--- src/rtl/lcm_unit.sv ---
// Sequential LCM engine: advances the smaller running multiple by its
// operand until the two multiples meet; one shared adder in the loop.
module lcm_unit #(
  parameter int WIDTH = 8
) (
  input  logic               clk,
  input  logic               rst_n,
  input  logic               Start,
  input  logic [WIDTH-1:0]   dataIn,
  output logic [2*WIDTH-1:0] lcm,
  output logic               done,
  output logic               busy,
  output logic               err
);

  localparam int DW = 2 * WIDTH;

  localparam logic [1:0] S_IDLE  = 2'd0;
  localparam logic [1:0] S_LOADB = 2'd1;
  localparam logic [1:0] S_CALC  = 2'd2;
  localparam logic [1:0] S_DONE  = 2'd3;

  logic [1:0]       state;
  logic [WIDTH-1:0] regA;
  logic [WIDTH-1:0] regB;
  logic [DW-1:0]    X;
  logic [DW-1:0]    Y;
  logic             err_q;

  logic             zero_op;
  logic             eq;
  logic             x_lt_y;
  logic [DW-1:0]    add_base;
  logic [DW-1:0]    add_inc;
  logic [DW-1:0]    sum;
  logic [DW-1:0]    ext_in;

  assign ext_in  = {{WIDTH{1'b0}}, dataIn};
  assign zero_op = (regA == '0) || (regB == '0);
  assign eq      = (X == Y);
  assign x_lt_y  = (X < Y);

  // Comparator steers the single adder to the lagging multiple.
  always_comb begin
    add_base = Y;
    add_inc  = {{WIDTH{1'b0}}, regB};
    if (x_lt_y) begin
      add_base = X;
      add_inc  = {{WIDTH{1'b0}}, regA};
    end
  end

  assign sum = add_base + add_inc;

  always_ff @(posedge clk or negedge rst_n) begin
    if (!rst_n) begin
      state <= S_IDLE;
      regA  <= '0;
      regB  <= '0;
      X     <= '0;
      Y     <= '0;
      lcm   <= '0;
      err_q <= 1'b0;
    end else begin
      unique case (state)
        S_IDLE, S_DONE: begin
          if (Start) begin
            regA  <= dataIn;
            X     <= ext_in;
            err_q <= 1'b0;
            state <= S_LOADB;
          end
        end
        S_LOADB: begin
          regB  <= dataIn;
          Y     <= ext_in;
          state <= S_CALC;
        end
        S_CALC: begin
          unique case (1'b1)
            zero_op: begin
              lcm   <= '0;
              err_q <= 1'b1;
              state <= S_DONE;
            end
            (!zero_op && eq): begin
              lcm   <= X;
              err_q <= 1'b0;
              state <= S_DONE;
            end
            (!zero_op && !eq && x_lt_y): X <= sum;
            default: Y <= sum;
          endcase
        end
        default: state <= S_IDLE;
      endcase
    end
  end

  assign done = (state == S_DONE);
  assign busy = (state == S_LOADB) || (state == S_CALC);
  assign err  = err_q && (state == S_DONE);

endmodule

--- config.mk ---
export PLATFORM = sky130hd
export DESIGN_NAME = lcm_unit
export DESIGN_NICKNAME = d
export VERILOG_FILES = /design/src/rtl/lcm_unit.sv
export SDC_FILE = /design/constraint.sdc
export NUM_CORES = 1
export LEC_CHECK = 0
export CORE_ASPECT_RATIO = 1.2
export CORE_UTILIZATION = 40
export DETAILED_ROUTE_END_ITERATION = 16
export GPL_TIMING_DRIVEN = 0
export PLACE_DENSITY = 0.61
export SETUP_SLACK_MARGIN = 0.4
export SYNTH_ARGS = -nofsm -noshare
export SYNTH_HDL_FRONTEND = slang
export SYNTH_SLANG_ARGS = --single-unit
--- constraint.sdc ---
create_clock -name clk -period 6.4 [get_ports clk]
set_input_delay 1.28 -clock clk [delete_from_list [all_inputs] [get_ports clk]]
set_output_delay 1.28 -clock clk [all_outputs]
set_load 0.02 [all_outputs]
==> metrics.txt <==
cts bufs inserted 9; clock tree root buffer cell sky130_fd_sc_hd__clkbuf_16; initial antenna violation count 0; Crit Path Category flop to flop; synth warn 0; Antenna diodes 0; initial detailed-routing violation count 159; wire length of the first global-routing pass 16.4 mm; highest attainable clock frequency 0.197 GHz; crit path setup slack, layout 1.32 ns; Total Wirelength 10.4 mm; via count of the first global-routing pass 3230; Crit path required time 6.68 ns; number of enable-type register cells in the synthesized netlist 0; Num Clock Sinks 67; final global-route overflow total 0; setup repair after global routing missed its margin false; filler instances 938; Final setup violation count 0; average wire length per cell after detail routing 18.4 um; clock tree from TritonCTS yes; leading cell types in the layout, fill and taps excluded sky130_fd_sc_hd__dfrtp_1 (67), sky130_fd_sc_hd__mux2_2 (41), sky130_fd_sc_hd__inv_1 (29); insertion delay of the later-clocked pin in the worst-skew pair 0.34 ns; post-DP HPWL 7.39 mm; cell row count 40; CP max FO 10; worst-path cell chain inv_1, ha_1, a21oi_2, o21ai_2, a221oi_4, nand3_1, buf_4, buf_2, mux2_2, ha_1, inv_1, fa_1, nor2b_1, o2111ai_1, a31oi_1, nand4_1, nor4_1, a21o_1, a22o_1; deepest clock path buffer count 2; post-synth design cell area 0.00407 mm2; result of the run complete, no violations; accumulated negative setup slack 0 ns; post-route non-filler standard cell count 564; number of hold violations in the final report 0; Post-CTS Setup Bufs 0; number of buffers inserted by port buffering 29; measured slew at the worst slew-check pin 0.860 ns; number of top-level design ports 30; number of vias per cell after detailed routing 5.74; fraction of layout instances using a drive strength above 1 19.2%; library cell with the largest summed area after synthesis sky130_fd_sc_hd__dfrtp_1; Die Height 113 um; gate count after technology mapping 393; remaining max-slew budget at the tightest pin 42.5%; average cell area after synthesis 10.4 um2; die area 0.0106 mm2; worst clock skew on the final layout 0.00963 ns; starting utilization of the core area 40.9%; clock period minus final worst setup slack 5.08 ns; asr flop ratio synth 100%; first-pass iteration count of the detailed router 4; element type at the critical path end flop; largest cells by area after synthesis sky130_fd_sc_hd__dfrtp_1 (41%), sky130_fd_sc_hd__mux2_2 (11%), sky130_fd_sc_hd__ha_1 (8.6%); number of remaining DRC errors 0; clock-pin slew on the worst setup and hold paths 0.06 ns; number of maximum-capacitance violations 0; placeable core region 0.00996 mm2; post-synth cell types 52; Slew Viols, Final 0; maximum number of pins on one net before global-route repair 68; register bit total from synthesis 67; count of cells resized by post-cts repair 0; global routing usage summed across all routing layers 21.0%; net count after synthesis 433; net total in the final layout 473; flip-flop cell with the highest count after synthesis sky130_fd_sc_hd__dfrtp_1; worst min-delay path class flop to flop; Placer Congestion 0.870; most frequent standard cell in the layout excluding fill and tap cells sky130_fd_sc_hd__dfrtp_1; H-tree levels 3; chip width 94.1 um; CP peak stage delay 0.57 ns; hold-fix buffers at CTS 0; Final ANT Viol Nets 0; worst path arrival time 5.36 ns; proportion of synthesized chip area in sequential cells 41.2%; slowest stage cell, crit path sky130_fd_sc_hd__a31oi_1; via count 3239; placed insts 548; Period Utilization, post-route 79.4%; layout-stage area growth over the synthesis result 19.0%; area share of the largest cell type after synthesis 41.2%; startpoint type of the worst setup path flop; pre-CTS setup slack 1.46 ns
## layer usage
| layer | wire (um) | GRT usage (%) | vias up |
|---|---|---|---|
| li1 | - | - | 1535 |
| met1 | 4460 | 24.8 | 1613 |
| met2 | 5250 | 35.2 | 68 |
| met3 | 352 | 4.34 | 23 |
| met4 | 324 | 11.5 | 0 |
| met5 | 0 | 0 | - |
## worst paths after layout
check	from	end	slack, ns	cells past startpoint
worst max-delay path	Y[11]	X[8]	1.32	19
worst min-delay path	Y[15]	Y[15]	0.49	1
worst max register to register	Y[11]	X[8]	1.32	19
worst min register to register	Y[15]	Y[15]	0.49	1
max in group asynchronous	rst_n	regB[4]	4.79	1
min in group asynchronous	rst_n	Y[3]	1.06	1
## synth_stat cells (all sizes together) (2+ instances only)
library cell	instances
mux2	41
o41ai	2
mux2i	7
o22ai	4
ha	28
and2	2
a22o	17
a31oi	3
nor2b	2
or3	2
nor3	7
a41oi	2
nor4	6
clkbuf	7
nand4	7
buf	7
nor2	24
o21a	2
a21boi	3
xnor2	3
a211oi	5
o21ai	29
a31o	2
inv	29
o2bb2ai	4
a21oi	21
nand2	26
a21o	4
nor4b	2
nand3	13
xor2	2
dfrtp	67
or2	2
## flip-flops by register name (all words and copies together), names as in the netlist
signal and cells:
X 16, Y 16, err_q 1, lcm 16, regA 8, regB 8, state 2
## critical path, delay by kind of cell, from the launching register on
kind / cells / cell delay (ns)
compound gates: 7 / 1.66
fa+ha+maj: 3 / 0.87
buf+inv: 4 / 0.69
flops: 1 / 0.41
mux: 1 / 0.25
simple gates: 4 / 1.13
## per-stage QoR
step / cell area [um2] / hold WS [ns] / util [%]
finish: 4850 / 0.492 / 48.7
global route: 4850 / 0.508 / 48.7
CTS: 4850 / 0.495 / 48.7
detailed placement: 4520 / 0.489 / 45.4
global placement: 4520 / 0.466 / 45.4
floorplan: 4070 / 0.447 / -
## cell families (layout without fill, tap and decap cells)
logic type	count (synthesis)	after routing	share of synthesized area (%)
compound gates	104	104	18.8
simple gates	97	97	12.3
flops	67	67	41.2
mux	48	48	13.1
buf+inv	43	88	4.52
fa+ha+maj	29	29	9.09
xor+xnor	5	5	1.08
## final cells by class
cell class	instances	area, um2	share of cell area (%)
tap	126	158	3.25
multi-input combinational	283	2210	45.6
buffer	14	75.1	1.55
clock buffer	10	239	4.93
timing repair buffer	29	288	5.94
inverter	29	109	2.25
sequential	67	1680	34.6
clock inverter	6	88.8	1.83
Power is not shown: default switching activity piles up to over one toggle a cycle in this logic, so the estimate is an artifact.
